[src/rtl/dcache_queue_if.sv]
`default_nettype none
// ============================================================================
// Module   : dcache_queue_if
// Brief    : Request side (SLB) and memory-controller side (MC) signal bundle
//            for dcache_queue.
// Revision : 1.0 - initial release
// ============================================================================
interface dcache_queue_if #(
    parameter int ADDR_W = 32,
    parameter int DATA_W = 32,
    parameter int LEN_W  = 3,
    parameter int NICK_W = 4
);
    logic              iSLB_en;
    logic              iSLB_ls;
    logic [ADDR_W-1:0] iSLB_pc;
    logic [DATA_W-1:0] iSLB_dt;
    logic [LEN_W-1:0]  iSLB_len;
    logic [NICK_W-1:0] iSLB_nick;
    logic              oSLB_en;
    logic              oSLB_done;
    logic [DATA_W-1:0] oSLB_dt;
    logic [NICK_W-1:0] oSLB_nick;
    logic [1:0]        iMC_wait;
    logic              iMC_done;
    logic [DATA_W-1:0] iMC_dt;
    logic              oMC_en;
    logic              oMC_ls;
    logic [ADDR_W-1:0] oMC_pc;
    logic [DATA_W-1:0] oMC_dt;
    logic [LEN_W-1:0]  oMC_len;

    modport slave (
        input  iSLB_en, iSLB_ls, iSLB_pc, iSLB_dt, iSLB_len, iSLB_nick,
        input  iMC_wait, iMC_done, iMC_dt,
        output oSLB_en, oSLB_done, oSLB_dt, oSLB_nick,
        output oMC_en, oMC_ls, oMC_pc, oMC_dt, oMC_len
    );

    modport master (
        output iSLB_en, iSLB_ls, iSLB_pc, iSLB_dt, iSLB_len, iSLB_nick,
        output iMC_wait, iMC_done, iMC_dt,
        input  oSLB_en, oSLB_done, oSLB_dt, oSLB_nick,
        input  oMC_en, oMC_ls, oMC_pc, oMC_dt, oMC_len
    );
endinterface
`default_nettype wire

[src/rtl/dcache_queue.sv]
`default_nettype none
// ============================================================================
// Module   : dcache_queue
// Brief    : In-order load/store request FIFO between the SLB and memctrl.
//            Define DCACHE_QUEUE_FWD_EN to add store-to-load forwarding.
// Revision : 1.0 - initial release
// ============================================================================
module dcache_queue #(
    parameter int DEPTH  = 4,
    parameter int ADDR_W = 32,
    parameter int DATA_W = 32,
    parameter int LEN_W  = 3,
    parameter int NICK_W = 4
) (
    input  logic clk,
    input  logic rst,
    input  logic rdy,
    dcache_queue_if.slave bus
);
    localparam int c_PTR_W = $clog2(DEPTH);
    localparam int c_CNT_W = c_PTR_W + 1;
    localparam logic [c_CNT_W-1:0] c_FULL    = c_CNT_W'(DEPTH);
    localparam logic [c_CNT_W-1:0] c_CNT_ONE = c_CNT_W'(1);
    localparam logic [c_PTR_W-1:0] c_PTR_ONE = c_PTR_W'(1);

    logic              r_ls   [DEPTH];
    logic [ADDR_W-1:0] r_pc   [DEPTH];
    logic [DATA_W-1:0] r_dt   [DEPTH];
    logic [LEN_W-1:0]  r_len  [DEPTH];
    logic [NICK_W-1:0] r_nick [DEPTH];

    logic [c_PTR_W-1:0] r_head;
    logic [c_PTR_W-1:0] r_tail;
    logic [c_CNT_W-1:0] r_count;
    logic               r_done;
    logic [DATA_W-1:0]  r_done_dt;
    logic [NICK_W-1:0]  r_done_nick;

    logic              w_empty;
    logic              w_full;
    logic              w_slb_en;
    logic              w_accept;
    logic              w_push;
    logic              w_pop;
    logic              w_fwd;
    logic [DATA_W-1:0] w_fwd_dt;
    logic              w_unused_wait;

    assign w_empty  = (r_count == '0);
    assign w_full   = (r_count == c_FULL);
    assign w_slb_en = rdy & ~rst & ~w_full;
    assign w_accept = bus.iSLB_en & w_slb_en;
    assign w_pop    = rdy & bus.iMC_done & ~w_empty;
    assign w_push   = w_accept & ~w_fwd;

    // Only the data-port busy flag gates issue.
    assign w_unused_wait = bus.iMC_wait[0];

    assign bus.oSLB_en   = w_slb_en;
    assign bus.oSLB_done = r_done;
    assign bus.oSLB_dt   = r_done_dt;
    assign bus.oSLB_nick = r_done_nick;

    assign bus.oMC_en  = rdy & ~rst & ~w_empty & ~bus.iMC_wait[1];
    assign bus.oMC_ls  = w_empty ? 1'b0 : r_ls[r_head];
    assign bus.oMC_pc  = w_empty ? '0   : r_pc[r_head];
    assign bus.oMC_dt  = w_empty ? '0   : r_dt[r_head];
    assign bus.oMC_len = w_empty ? '0   : r_len[r_head];

`ifdef DCACHE_QUEUE_FWD_EN
    localparam int c_BYTES = DATA_W / 8;

    logic              w_fwd_hit;
    logic [DATA_W-1:0] w_fwd_src;

    // Scan oldest to youngest so the last hit is the youngest matching store.
    always_comb begin
        w_fwd_hit = 1'b0;
        w_fwd_src = '0;
        for (int i = 0; i < DEPTH; i++) begin
            if (c_CNT_W'(i) < r_count) begin
                if (r_ls[r_head + c_PTR_W'(i)] &&
                    (r_pc[r_head + c_PTR_W'(i)] == bus.iSLB_pc) &&
                    (r_len[r_head + c_PTR_W'(i)] == bus.iSLB_len)) begin
                    w_fwd_hit = 1'b1;
                    w_fwd_src = r_dt[r_head + c_PTR_W'(i)];
                end
            end
        end
    end

    always_comb begin
        w_fwd_dt = '0;
        for (int b = 0; b < c_BYTES; b++) begin
            if (b < int'(bus.iSLB_len)) begin
                w_fwd_dt[8*b +: 8] = w_fwd_src[8*b +: 8];
            end
        end
    end

    // A completion from memctrl in the same cycle takes priority over forwarding.
    assign w_fwd = w_accept & ~bus.iSLB_ls & ~bus.iMC_done & w_fwd_hit;
`else
    assign w_fwd    = 1'b0;
    assign w_fwd_dt = '0;
`endif

    always_ff @(posedge clk) begin
        if (rst) begin
            r_head      <= '0;
            r_tail      <= '0;
            r_count     <= '0;
            r_done      <= 1'b0;
            r_done_dt   <= '0;
            r_done_nick <= '0;
        end else if (rdy) begin
            if (w_push) begin
                r_tail <= r_tail + c_PTR_ONE;
            end
            if (w_pop) begin
                r_head <= r_head + c_PTR_ONE;
            end
            if (w_push && !w_pop) begin
                r_count <= r_count + c_CNT_ONE;
            end else if (w_pop && !w_push) begin
                r_count <= r_count - c_CNT_ONE;
            end
            r_done <= w_pop | w_fwd;
            if (w_pop) begin
                r_done_nick <= r_nick[r_head];
                r_done_dt   <= r_ls[r_head] ? '0 : bus.iMC_dt;
            end else if (w_fwd) begin
                r_done_nick <= bus.iSLB_nick;
                r_done_dt   <= w_fwd_dt;
            end
        end
    end

    // Entry payload needs no reset; validity is tracked by head/count.
    always_ff @(posedge clk) begin
        if (w_push) begin
            r_ls[r_tail]   <= bus.iSLB_ls;
            r_pc[r_tail]   <= bus.iSLB_pc;
            r_dt[r_tail]   <= bus.iSLB_dt;
            r_len[r_tail]  <= bus.iSLB_len;
            r_nick[r_tail] <= bus.iSLB_nick;
        end
    end
endmodule
`default_nettype wire

[src/flat_wrapper.sv]
// flat-port wrapper written by rule: the top's interface ports become plain ports
module dcache_queue_flat 
#(
    parameter int DEPTH  = 4,
    parameter int ADDR_W = 32,
    parameter int DATA_W = 32,
    parameter int LEN_W  = 3,
    parameter int NICK_W = 4
)
  (clk, rst, rdy, bus_iSLB_en, bus_iSLB_ls, bus_iSLB_pc, bus_iSLB_dt, bus_iSLB_len, bus_iSLB_nick, bus_iMC_wait, bus_iMC_done, bus_iMC_dt, bus_oSLB_en, bus_oSLB_done, bus_oSLB_dt, bus_oSLB_nick, bus_oMC_en, bus_oMC_ls, bus_oMC_pc, bus_oMC_dt, bus_oMC_len);
  dcache_queue_if #(.ADDR_W(ADDR_W), .DATA_W(DATA_W), .LEN_W(LEN_W), .NICK_W(NICK_W)) bus_i ();
  input  logic clk;
  input  logic rst;
  input  logic rdy;
  input wire logic [$bits(bus_i.iSLB_en)-1:0] bus_iSLB_en;
  input wire logic [$bits(bus_i.iSLB_ls)-1:0] bus_iSLB_ls;
  input wire logic [$bits(bus_i.iSLB_pc)-1:0] bus_iSLB_pc;
  input wire logic [$bits(bus_i.iSLB_dt)-1:0] bus_iSLB_dt;
  input wire logic [$bits(bus_i.iSLB_len)-1:0] bus_iSLB_len;
  input wire logic [$bits(bus_i.iSLB_nick)-1:0] bus_iSLB_nick;
  input wire logic [$bits(bus_i.iMC_wait)-1:0] bus_iMC_wait;
  input wire logic [$bits(bus_i.iMC_done)-1:0] bus_iMC_done;
  input wire logic [$bits(bus_i.iMC_dt)-1:0] bus_iMC_dt;
  output wire logic [$bits(bus_i.oSLB_en)-1:0] bus_oSLB_en;
  output wire logic [$bits(bus_i.oSLB_done)-1:0] bus_oSLB_done;
  output wire logic [$bits(bus_i.oSLB_dt)-1:0] bus_oSLB_dt;
  output wire logic [$bits(bus_i.oSLB_nick)-1:0] bus_oSLB_nick;
  output wire logic [$bits(bus_i.oMC_en)-1:0] bus_oMC_en;
  output wire logic [$bits(bus_i.oMC_ls)-1:0] bus_oMC_ls;
  output wire logic [$bits(bus_i.oMC_pc)-1:0] bus_oMC_pc;
  output wire logic [$bits(bus_i.oMC_dt)-1:0] bus_oMC_dt;
  output wire logic [$bits(bus_i.oMC_len)-1:0] bus_oMC_len;
  assign bus_i.iSLB_en = bus_iSLB_en;
  assign bus_i.iSLB_ls = bus_iSLB_ls;
  assign bus_i.iSLB_pc = bus_iSLB_pc;
  assign bus_i.iSLB_dt = bus_iSLB_dt;
  assign bus_i.iSLB_len = bus_iSLB_len;
  assign bus_i.iSLB_nick = bus_iSLB_nick;
  assign bus_i.iMC_wait = bus_iMC_wait;
  assign bus_i.iMC_done = bus_iMC_done;
  assign bus_i.iMC_dt = bus_iMC_dt;
  assign bus_oSLB_en = bus_i.oSLB_en;
  assign bus_oSLB_done = bus_i.oSLB_done;
  assign bus_oSLB_dt = bus_i.oSLB_dt;
  assign bus_oSLB_nick = bus_i.oSLB_nick;
  assign bus_oMC_en = bus_i.oMC_en;
  assign bus_oMC_ls = bus_i.oMC_ls;
  assign bus_oMC_pc = bus_i.oMC_pc;
  assign bus_oMC_dt = bus_i.oMC_dt;
  assign bus_oMC_len = bus_i.oMC_len;
  dcache_queue #(.DEPTH(DEPTH), .ADDR_W(ADDR_W), .DATA_W(DATA_W), .LEN_W(LEN_W), .NICK_W(NICK_W)) u_core (.clk(clk), .rst(rst), .rdy(rdy), .bus(bus_i));
endmodule
[config.mk]
export PLATFORM = sky130hd
export DESIGN_NAME = dcache_queue_flat
export DESIGN_NICKNAME = d
export VERILOG_FILES = /design/src/rtl/dcache_queue_if.sv /design/src/rtl/dcache_queue.sv /design/src/flat_wrapper.sv
export SDC_FILE = /design/constraint.sdc
export NUM_CORES = 1
export LEC_CHECK = 0
export ABC_CLOCK_PERIOD_IN_PS = 4500
export BUFFER_PORTS_ARGS = -buffer_cell sky130_fd_sc_hd__buf_4
export CAP_MARGIN = 40
export CELL_PAD_IN_SITES_DETAIL_PLACEMENT = 0
export CELL_PAD_IN_SITES_GLOBAL_PLACEMENT = 2
export CORE_MARGIN = 3
export CORE_UTILIZATION = 41
export DETAILED_ROUTE_END_ITERATION = 16
export PLACE_DENSITY = 0.8
export SYNTH_ARGS = -nofsm -noshare
export SYNTH_HDL_FRONTEND = slang
export SYNTH_SLANG_ARGS = --single-unit
[constraint.sdc]
create_clock -name clk -period 4.5 [get_ports clk]
set_clock_uncertainty 0.05 [all_clocks]
set_input_delay 0.9 -clock clk [delete_from_list [all_inputs] [get_ports clk]]
set_output_delay 0.9 -clock clk [all_outputs]
set_load 0.02 [all_outputs]
Yosys cells after proc, flatten, opt, wreduce, memory -nomap -nowiden
Memory sizes are Yosys's and may differ from the RTL's. A register that Yosys moved wholly into a read port is not among the register bits.
Index checks and enable logic that the tools add are counted.
{"block": "word_totals", "register_bits": 40, "ramBits": 288, "in_bits": 111, "out_inout_bits": 107, "wordCells": 52, "n_memories": 5}
{"block": "classes", "add_sub_neg": 4, "n_eq_ne": 1, "n_mux": 17, "bitwise": 11, "reduce_logical": 9}
{"name": "u_core.r_dt", "words": 4, "width": 32, "rd": 1, "rd_ports_with_merged_regs": 1, "write_ports": 1, "line_no": "dcache_queue.sv:28", "rtl": "logic [DATA_W-1:0] r_dt [DEPTH];"}
{"name": "u_core.r_pc", "words": 4, "width": 32, "rd": 1, "rd_ports_with_merged_regs": 1, "write_ports": 1, "line_no": "dcache_queue.sv:27", "rtl": "logic [ADDR_W-1:0] r_pc [DEPTH];"}
{"name": "u_core.r_nick", "words": 4, "width": 4, "rd": 1, "rd_ports_with_merged_regs": 1, "write_ports": 1, "line_no": "dcache_queue.sv:30", "rtl": "logic [NICK_W-1:0] r_nick [DEPTH];"}
{"name": "u_core.r_len", "words": 4, "width": 3, "rd": 1, "rd_ports_with_merged_regs": 1, "write_ports": 1, "line_no": "dcache_queue.sv:29", "rtl": "logic [LEN_W-1:0] r_len [DEPTH];"}
{"name": "u_core.r_ls", "words": 4, "width": 1, "rd": 1, "rd_ports_with_merged_regs": 1, "write_ports": 1, "line_no": "dcache_queue.sv:26", "rtl": "logic r_ls [DEPTH];"}
{"cell": "32-bit 2-to-1 mux", "count": 3}
{"cell": "2-bit 2-to-1 mux", "count": 8}
{"cell": "3-bit 2-to-1 mux", "count": 3}
{"cell": "1-bit bitwise AND", "count": 7}
{"cell": "2-bit AND reduction", "count": 3}
{"cell": "2-bit by 1-bit adder with 2-bit output, second input constant", "count": 2}
{"cell": "1-bit inverter", "count": 4}
{"cell": "3-bit by 1-bit adder with 3-bit output, second input constant", "count": 1}
{"cell": "3-bit == test, second input constant", "count": 1}
{"cell": "3-bit logical NOT", "count": 1}
{"cell": "1-bit 2-to-1 mux", "count": 3}
{"cell": "3-bit by 1-bit subtractor with 3-bit output, second input constant", "count": 1}
{"cell": "1-bit logical AND", "count": 2}
{"cell": "1-bit logical NOT", "count": 2}
{"cell": "2-bit nonzero test", "count": 1}

Depth between registers and ports, before layout
Gate-level depths: netlist (run 1).
{"block": "depth", "word_depth": 8, "ltp_mapped": 10, "ltp_nobuf": 8}

Worst setup path after synthesis (run 1)
Ideal clock, no wire load.
{"block": "synth_timing", "path_kind": "in2reg", "start": "input rst", "end": "memory u_core.r_dt[0][0], enable pin", "setup_ns": 0.438, "arrival_ns": 3.342, "setup_slack_ns": 0.670, "cell_stages": 5, "path_buffers": 2, "path_cell_list": "clkbuf_1 -> nor2b_1 -> and3_1 -> clkbuf_1 -> and2_1"}
{"block": "synth_via", "elab_chain_len": 6}
{"item": "start, declared", "line_no": "flat_wrapper.sv:13", "rtl": "input logic rst;"}
{"item": "1-bit inverter", "line_no": "dcache_queue.sv:51", "rtl": "assign w_slb_en = rdy & ~rst & ~w_full;"}
{"item": "1-bit bitwise AND (2 in series)", "line_no": "dcache_queue.sv:51"}
{"item": "1-bit bitwise AND", "line_no": "dcache_queue.sv:52", "rtl": "assign w_accept = bus.iSLB_en & w_slb_en;"}
{"item": "1-bit 2-to-1 mux", "line_no": "dcache_queue.sv:141", "rtl": "if (w_push) begin"}
{"item": "1-bit 2-to-1 mux (not written as such)", "line_no": "dcache_queue.sv:144", "rtl": "r_dt[r_tail] <= bus.iSLB_dt;"}
{"item": "end, declared", "line_no": "dcache_queue.sv:28"}
No other way between the ends.

==> impl_metrics.tcl, run 1 <==
set metrics [dict create \
    power.leakage_uw 0.005451 \
    cts_tree "built" \
    grt_first_pass_wirelength_um 40480 \
    cts_setup_buffers 0 \
    wire_per_inst_um 19.96 \
    drc 0 \
    firstDrtPassIters 4 \
    postCtsHoldBufs 0 \
    die_area_um2 33190 \
    reg2reg_depth 8 \
    r2r_setup_slack_ns 2.07 \
    cp.arrival_ns 2.46 \
    synth_cell_types 33 \
    critPathLaunchType "flip-flop" \
    core_area_um2 30110 \
    grt_max_degree 49 \
    min_path_type "reg2reg" \
    powerDensity_nw_per_um2 428.2 \
    post_cts_resize_count 0 \
    syn_area_per_cell_um2 19.05 \
    row_count 63 \
    p_clk_frac 0.420 \
    drv_slew 0 \
    status "finished clean" \
    rr_startpoint "u_core.r_count[0]" \
    cp-end-kind "output port" \
    synth_seq_cells 334 \
    peakVddDrop_v 0.0003133 \
    routed_wl_um 26100 \
    hold_depth 2 \
    hpwl_um 15510 \
    p_seq_frac 0.502 \
    fmax_mhz 293.1 \
    n_antenna_cell 0 \
    setup_viol 0 \
    share_comb_of_total_power 0.078 \
    timing.setup.tns_ns 0 \
    antenna_left 0 \
    hp-start "u_core.bus.oSLB_dt[1]" \
    viasPerCell 5.063 \
    antenna_found_initial 0 \
    initial_core_util 0.4227 \
    max-clock-path-buffers 3 \
    cts_buffers 37 \
    syn_nets 785 \
    finalHoldViolCount 0 \
    cts_root_buf "clkbuf_16" \
    fillers 2469 \
    clock_latency_ns 0.49 \
    switchingPower_uw 1442 \
    yosysSeqAreaShare 0.7519 \
    grt_pass1_vias 7058 \
    worstSetupPathType "reg2out" \
    num-nets-final 1011 \
    drive_gt1_frac 0.3856 \
    boundaryPins 218 \
    gp_congestion 0.6749 \
    cap_violations 0 \
    cts_sinks 334 \
    swShare 0.2110 \
    period_needed_ns 3.412 \
    cp_max_fo 20 \
    tightest_slew_ns 0.5502 \
    track_usage 0.1559 \
    via_count 6622 \
    syn2layout_area_growth_pct 25.35 \
    port_buffers 216 \
    yosys_warnings 0 \
    p_int_uw 5391 \
    synthesis.area_um2 12730 \
    rsz0062_at_grt "no" \
    cp.required_ns 3.55 \
    die_x_um 182.2 \
    syn-instance-count 668 \
    grt_overflow 0 \
    reg2reg_to "u_core.r_count[2]" \
    htreeDepth 2 \
    fin_crit_sh 0.7582 \
    drt_iter0_markers 403 \
    hold_ws_ns 0.4030 \
    clkTransAtPathRegs_ns 0.06 \
    hold_end "u_core.bus.oSLB_dt[1]" \
    maxSlewHeadroom 0.6332 \
    chipHeight_um 182.2 \
]
==> layout by cell type, fill, tap and decap left out, types with 7 or more instances in the layout <==
master and instances:
nor2b_1 63, and2b_1 7, clkbuf_16 37, mux4_2 71, a21oi_1 40, buf_4 223, clkbuf_1 7, nand2_1 42
clkinv_1 8, edfxtp_1 288, nand3b_1 32, dfxtp_1 44
==> worst max path at each step <==
stage                    from           endpoint  slack (ns)
detailed placement        rst  u_core.r_count[2]        1.11
floorplan                 rst  u_core.r_dt[0][0]        0.67
global placement          rst  u_core.r_count[2]        1.13
global route        flip-flop     bus_oMC_dt[29]        0.89
finish              flip-flop     bus_oMC_pc[25]        1.09
CTS                 flip-flop     bus_oMC_pc[25]        0.97
==> layer usage <==
| layer | global-route usage | vias up | share of wire |
|---|---|---|---|
| met5 | 0 | - | 0 |
| met4 | 0.04266 | 0 | 0.022 |
| met3 | 0.05581 | 41 | 0.091 |
| met2 | 0.2435 | 209 | 0.46 |
| met1 | 0.2092 | 3320 | 0.43 |
| li1 | - | 3052 | - |
==> cell families (layout without fill, tap and decap cells) <==
kind of cell	count (synthesis)	in the layout	share of synthesized area
multiplexers	73	73	0.1285
AND/OR/NAND/NOR	162	162	0.07521
flip-flops	334	334	0.7519
AO/OA/AOI/OAI	44	44	0.01789
XOR/XNOR	3	3	0.002065
buffers and inverters	46	296	0.01799
adder cells (fa/ha/maj)	6	6	0.006488
==> area by class of cell <==
| cell class | instances | area (um^2) | share of cell area |
|---|---|---|---|
| clock buffer | 44 | 952.2 | 0.05968 |
| clock inverter | 19 | 198.9 | 0.01247 |
| inverter | 5 | 18.77 | 0.001176 |
| multi-input combinational | 288 | 2945 | 0.1846 |
| sequential | 334 | 9577 | 0.6003 |
| tap | 390 | 488.0 | 0.03059 |
| timing repair buffer | 228 | 1774 | 0.1112 |
==> synth_stat cells <==
cell / number / area, um^2
edfxtp_1: 288 / 8648
mux4_2: 71 / 1599
nor2b_1: 63 / 394.1
dfxtp_1: 46 / 920.9
nand2_1: 42 / 157.7
a21oi_1: 40 / 200.2
nand3b_1: 32 / 240.2
clkbuf_1: 16 / 60.06
buf_2: 14 / 70.07
and2b_1: 7 / 52.55
and2_1: 5 / 31.28
ha_1: 5 / 62.56
inv_1: 5 / 18.77
buf_1: 4 / 15.01
buf_6: 4 / 45.04
nand2b_1: 3 / 18.77
nor2_1: 3 / 11.26
buf_4: 2 / 15.01
o21ai_0: 2 / 10.01
or3_1: 2 / 12.51
xnor2_1: 2 / 17.52
and3_1: 1 / 6.260
clkbuf_2: 1 / 5.000
fa_1: 1 / 20.02
mux2i_1: 1 / 10.01
mux4_1: 1 / 26.28
nand4_1: 1 / 6.260
nor3_2: 1 / 10.01
nor3b_1: 1 / 7.510
o311a_1: 1 / 10.01
o31ai_1: 1 / 7.510
or3b_1: 1 / 8.760
xor2_1: 1 / 8.760
==> worst max-delay path, cell delays in order, from the launching register on <==
cell,delay [ns]
dfxtp_4,0.63
buf_4,0.41
mux4_2,0.55
nor2b_1,0.17
buf_4,0.18
==> through the flow <==
step	utilization	worst slack (ns)	area, um^2	std cells	power, uW
global placement	0.4916	1.130	14800	1245	4039
finish	0.5298	1.088	15950	1308	6832
global route	0.5298	0.8856	15950	1308	7080
floorplan	-	0.6698	12730	668	3775
detailed placement	0.4916	1.109	14800	1245	4043
CTS	0.5298	0.9710	15950	1308	6939
==> power by group through the flow <==
stage	Clock (uW)	Sequential [uW]	Combinational [uW]
after floorplan	0	3500	278
after global placement	0	3500	542
after detailed placement	0	3500	544
after CTS	2960	3430	546
after global routing	3060	3440	578
final	2870	3430	531
==> sequential cells by signal (all words and copies together), names as in the netlist, named ones only <==
register              count
u_core.bus.oSLB_done      1
u_core.bus.oSLB_dt       32
u_core.r_nick            16
u_core.r_len             12
u_core.bus.oSLB_nick      4
u_core.r_tail             2
u_core.r_pc             128
u_core.r_dt             128
u_core.r_count            3
u_core.r_ls               4
u_core.r_head             2
Power figures use the tool's default switching activity.
==> inputs of run 2 (changes only) <==
--- a/config.mk
+++ b/config.mk
@@ -5,15 +5,16 @@
 export SDC_FILE = /design/constraint.sdc
 export NUM_CORES = 1
 export LEC_CHECK = 0
-export ABC_CLOCK_PERIOD_IN_PS = 4500
+export ABC_AREA = 1
+export ABC_CLOCK_PERIOD_IN_PS = 2900
 export BUFFER_PORTS_ARGS = -buffer_cell sky130_fd_sc_hd__buf_4
 export CAP_MARGIN = 40
 export CELL_PAD_IN_SITES_DETAIL_PLACEMENT = 0
 export CELL_PAD_IN_SITES_GLOBAL_PLACEMENT = 2
 export CORE_MARGIN = 3
-export CORE_UTILIZATION = 41
+export CORE_UTILIZATION = 33
 export DETAILED_ROUTE_END_ITERATION = 16
-export PLACE_DENSITY = 0.8
+export PLACE_DENSITY = 0.76
 export SYNTH_ARGS = -nofsm -noshare
 export SYNTH_HDL_FRONTEND = slang
 export SYNTH_SLANG_ARGS = --single-unit
==> constraint.sdc (replaced) <==
create_clock -name clk -period 2.9 [get_ports clk]
set_clock_uncertainty 0.05 [all_clocks]
set_input_delay 0.58 -clock clk [delete_from_list [all_inputs] [get_ports clk]]
set_output_delay 0.58 -clock clk [all_outputs]
set_load 0.02 [all_outputs]
==> run 2 against run 1 <==
Net effect:
- largest cell class unchanged
- utilization decreased by 10 points
- register-to-register slack got worse by 1.2 ns
- final area increased by 4.2%
- sequential cell count unchanged
- critical path type unchanged
==> impl_metrics.tcl, run 2 <==
set metrics [dict create \
    status "finished clean" \
    p_seq_frac 0.499 \
    share_comb_of_total_power 0.099 \
    post_cts_resize_count 1 \
    synthesis.area_um2 13220 \
    synth-async-reset-ratio 0 \
    use_met1 0.1970 \
    cts_root_buf "clkbuf_16" \
    netlist_top_cells_count "nor2_1 (299), edfxtp_1 (288), nand2_1 (128)" \
    die_area_um2 42500 \
    yosys.area.top_type "edfxtp_1" \
    clock_latency_ns 0.53 \
    cp.arrival_ns 2.06 \
    cp_max_fo 64 \
    fillers 3679 \
    yosys_warnings 0 \
    wire_per_inst_um 17.06 \
    timing.setup.tns_ns 0 \
    cp.required_ns 2.27 \
    setup_viol 0 \
    ys.flop_type "edfxtp_1" \
    chipHeight_um 206.2 \
    p_int_uw 8216 \
    fmax_mhz 371.5 \
    core_area_um2 39100 \
    antenna_found_initial 2 \
    synth_cell_types 25 \
    htreeDepth 2 \
    clkTransAtPathRegs_ns 0.06 \
    yosysMostFrequentCell "nor2_1" \
    n_antenna_cell 0 \
    hpwl_um 19030 \
    yosysSeqAreaShare 0.7238 \
    die_x_um 206.2 \
    syn2layout_area_growth_pct 25.70 \
    syn-instance-count 1167 \
    layout_commonest_cell "nor2_1" \
    peakVddDrop_v 0.0003544 \
    netlist_top_cells_area "edfxtp_1 (65%), nor2_1 (8.5%), dfxtp_1 (7.0%)" \
    grt_first_pass_wirelength_um 49960 \
    viasPerCell 4.567 \
    cap_violations 0 \
    cts_sinks 334 \
    routed_wl_um 32850 \
    worstSetupPathType "reg2out" \
    port_buffers 216 \
    critPathLaunchType "flip-flop" \
    busiest_layer "met2" \
    syn_area_per_cell_um2 11.33 \
    tightest_slew_ns 0.6474 \
    gp_congestion 0.7053 \
    grt_max_degree 73 \
    num-nets-final 1498 \
    grt_use_met2 0.2488 \
    cts_buffers 38 \
    grt_pass1_vias 8688 \
    rsz0062_at_grt "no" \
    drv_slew 0 \
    boundaryPins 218 \
    row_count 72 \
    via_count 8796 \
    max-clock-path-buffers 3 \
    cts_tree "built" \
    switchingPower_uw 2499 \
    initial_core_util 0.3381 \
    track_usage 0.1534 \
    antenna_left 0 \
    pre_cts_slack_ns 0.5527 \
    finalHoldViolCount 0 \
    setup_ws_ns 0.2083 \
    fin_crit_sh 0.9282 \
    period_needed_ns 2.692 \
    layout_common_cells "nor2_1 (295), edfxtp_1 (288), buf_4 (232), nand2_1 (128), o21ai_0 (112)" \
    cp-end-kind "output port" \
    drt_iter0_markers 436 \
    syn_nets 1284 \
    power.leakage_uw 0.006355 \
    postCtsHoldBufs 0 \
    powerDensity_nw_per_um2 644.8 \
    drive_gt1_frac 0.2195 \
    netlist.area_leader.share 0.6542 \
    grt_overflow 0 \
    met3_usage 0.04772 \
    min_path_type "in2reg" \
    synth_seq_cells 334 \
    maxSlewHeadroom 0.5678 \
    synth_enable_flop_cells 288 \
    p_clk_frac 0.403 \
    cts_setup_buffers 0 \
    drc 0 \
    firstDrtPassIters 5 \
    swShare 0.2333 \
]
-- run 2: power groups by stage --
stage	registers (uW)	clock network [uW]	logic, uW
finish	5340	4320	1060
global route	5350	4680	1170
CTS	5340	4470	1080
detailed placement	5440	0	1080
global placement	5440	0	1070
floorplan	5470	0	518
-- run 2: cells by family (layout without fill, tap and decap cells) --
logic type / count (synthesis) / count (layout) / synth area share
simple gates: 445 / 445 / 0.1299
flops: 334 / 334 / 0.7238
compound gates: 245 / 245 / 0.09285
buf+inv: 136 / 377 / 0.04656
fa+ha+maj: 6 / 6 / 0.006247
xor+xnor: 1 / 1 / 0.0006626
-- run 2: stage by stage --
stage | instance area [um^2] | power (uW) | util | hold WS (ns) | cells
2_1_floorplan | 13230 | 5993 | - | 0.4552 | 1167
3_3_place_gp | 15490 | 6508 | 0.3962 | 0.4022 | 1859
3_5_place_dp | 15490 | 6519 | 0.3962 | 0.4101 | 1859
4_1_cts | 16620 | 10900 | 0.4251 | 0.1500 | 1926
5_1_grt | 16620 | 11190 | 0.4251 | 0.1685 | 1926
6_report | 16620 | 10720 | 0.4251 | 0.1930 | 1926
-- run 2: worst paths after layout --
kind / slack [ns] / cells after the start / startpoint / to
worst min register to register: 0.42 / 2 / u_core.bus.oSLB_done / u_core.bus.oSLB_done
worst max register to register: 0.86 / 8 / flip-flop / u_core.bus.oSLB_dt[10]
worst max-delay path: 0.21 / 6 / flip-flop / bus_oMC_pc[8]
worst min-delay path: 0.19 / 1 / bus_iSLB_dt[9] / u_core.r_dt[0][9]
-- run 2: area by class of cell --
type	instances	area, um^2	share of cell area
clock inverter	22	137.6	0.008282
clock buffer	45	987.2	0.05940
inverter	67	252.7	0.01521
tap	518	648.1	0.03900
sequential	334	9574	0.5761
timing repair buffer	243	1953	0.1175
multi-input combinational	697	3065	0.1845
-- run 2: worst max-delay path, stage by stage (launching register included) --
cell and delay (ns):
dfxtp_4 0.37, buf_6 0.42, nor2_1 0.10, nor2_1 0.09, o21ai_0 0.08, a21oi_1 0.22
buf_4 0.18
-- run 2: layer usage --
layer	vias to the layer above	share of wire
met4	4	0.021
met2	212	0.47
met5	-	0.00094
met3	50	0.076
met1	4131	0.44
li1	4399	-
==> inputs of run 3 (changes only) <==
--- a/config.mk
+++ b/config.mk
@@ -11,6 +11,7 @@
 export CAP_MARGIN = 40
 export CELL_PAD_IN_SITES_DETAIL_PLACEMENT = 0
 export CELL_PAD_IN_SITES_GLOBAL_PLACEMENT = 2
+export CORE_ASPECT_RATIO = 1.75
 export CORE_MARGIN = 3
 export CORE_UTILIZATION = 33
 export DETAILED_ROUTE_END_ITERATION = 16
==> run 3 against run 2 <==
Net effect:
- wire length is 0.50% higher
- utilization shrank 0.67 points
- via count rose by 0.40%
- clock power shrank 10%
- highest routed layer is now met4
- die area increased by 0.22%
- worst setup slack lost 0.031 ns
- sequential cell count unchanged
- sequential power is essentially flat
- final area shrank 0.81%
- global-route usage down 0.14 points
- power shrank 4.0%
==> impl_metrics.tcl, run 3 (synthesis gave the netlist of run 2 again) <==
set metrics [dict create \
    fmax_mhz 367.3 \
    timing.setup.tns_ns 0 \
    power.leakage_uw 0.006271 \
    cts_tree "built" \
    post_cts_resize_count 0 \
    die_area_um2 42590 \
    chipHeight_um 270.8 \
    setup_ws_ns 0.1771 \
    hold_end "u_core.r_dt[3][8]" \
    wire_per_inst_um 17.49 \
    hold_depth 1 \
    rr_startpoint "u_core.r_count[1]" \
    firstDrtPassIters 5 \
    status "finished clean" \
    cap_violations 0 \
    hold_ws_ns 0.1582 \
    initial_core_util 0.3356 \
    worstSetupPathType "reg2out" \
    layout_common_cells "nor2_1 (295), edfxtp_1 (288), buf_4 (223), nand2_1 (128), o21ai_0 (112)" \
    min_path_type "in2reg" \
    powerDensity_nw_per_um2 624.2 \
    reg2reg_to "u_core.r_count[2]" \
    via_count 8831 \
    cts_buffers 31 \
    clkTransAtPathRegs_ns 0.07 \
    switchingPower_uw 2426 \
    finalHoldViolCount 0 \
    critPathLaunchType "flip-flop" \
    utilization 0.4184 \
    cts_setup_buffers 0 \
    reg2reg_depth 13 \
    max-clock-path-buffers 3 \
    setup_viol 0 \
    gp_congestion 0.7225 \
    drt_iter0_markers 446 \
    drv_slew 0 \
    maxSlewHeadroom 0.5711 \
    cp-end-kind "output port" \
    rsz0062_at_grt "no" \
    p_seq_frac 0.519 \
    swShare 0.2358 \
    antenna_left 0 \
    r2r_setup_slack_ns 1.03 \
    htreeDepth 1 \
    boundaryPins 218 \
    peakVddDrop_v 0.0004748 \
    grt_overflow 0 \
    cp.required_ns 2.27 \
    cts_sinks 334 \
    drive_gt1_frac 0.2165 \
    die_x_um 157.3 \
    routed_wl_um 33010 \
    p_int_uw 7862 \
    row_count 96 \
    fin_crit_sh 0.9389 \
    cp_max_fo 43 \
    syn2layout_area_growth_pct 24.68 \
    placed_area_um2 15490 \
    grt_max_degree 73 \
    hpwl_um 19940 \
    p_clk_frac 0.378 \
    fin_area_um2 16480 \
    core_area_um2 39400 \
    layout_commonest_cell "nor2_1" \
    cts_root_buf "clkbuf_16" \
    grt_pass1_vias 8872 \
    viasPerCell 4.677 \
    postCtsHoldBufs 0 \
    tightest_slew_ns 0.6425 \
    cp.arrival_ns 2.09 \
    num-nets-final 1487 \
    clock_latency_ns 0.57 \
    track_usage 0.1521 \
    period_needed_ns 2.723 \
    pre_cts_slack_ns 0.6177 \
    drc 0 \
    port_buffers 216 \
    hp-start "bus_iSLB_dt[8]" \
    grt_first_pass_wirelength_um 50530 \
    antenna_found_initial 3 \
    share_comb_of_total_power 0.103 \
]
-- run 3: cell count changes in the layout (fill, tap and decap cells not counted), sizes merged --
cell | previous run | this run
diode | 0 | 3
inv | 66 | 68
clkbuf | 45 | 40
clkinvlp | 0 | 3
clkinv | 22 | 13
buf | 243 | 239
-- run 3: final cells by class --
class,instances,area (um^2)
Tap cell,490,613.1
Multi-Input combinational cell,697,3065
Fill cell,3788,22910
Clock buffer,40,849.6
Timing Repair Buffer,239,1986
Inverter,67,256.5
Antenna cell,3,7.507
Sequential cell,334,9577
Clock inverter,18,128.9
-- run 3: power groups by stage --
stage	combinational, uW	clock, uW	sequential [uW]
after floorplan	518	0	5470
after detailed placement	1080	0	5440
final	1060	3890	5340
after global placement	1070	0	5440
after CTS	1080	4020	5340
after global routing	1170	4240	5340
-- run 3: critical path, stage by stage (launching register included) --
cell and delay (ns):
dfxtp_4 0.35, inv_2 0.36, buf_12 0.32, nor2_1 0.07, o21ai_0 0.07, a21oi_1 0.13
buf_4 0.19
-- run 3: stage by stage --
| step | power (uW) | std cells |
|---|---|---|
| floorplan | 5993 | 1167 |
| global placement | 6510 | 1827 |
| detailed placement | 6522 | 1827 |
| CTS | 10440 | 1885 |
| global route | 10750 | 1888 |
| finish | 10290 | 1888 |
-- run 3: layer usage --
metal	track usage	up-vias	share of wire
met5	0	-	0
met3	0.03681	35	0.067
li1	-	4363	-
met4	0.04869	0	0.024
met2	0.2799	222	0.53
met1	0.1700	4211	0.38
-- run 3: how the worst max path moves through the flow --
stage          slack [ns]  cells past startpoint           endpoint
4_1_cts              0.05                      5     bus_oMC_pc[14]
2_1_floorplan       -0.67                      4  u_core.r_dt[0][0]
3_3_place_gp         0.63                     13  u_core.r_count[2]
5_1_grt              0.02                      6     bus_oMC_dt[27]
3_5_place_dp         0.62                     13  u_core.r_count[2]
6_report             0.18                      6      bus_oMC_dt[7]
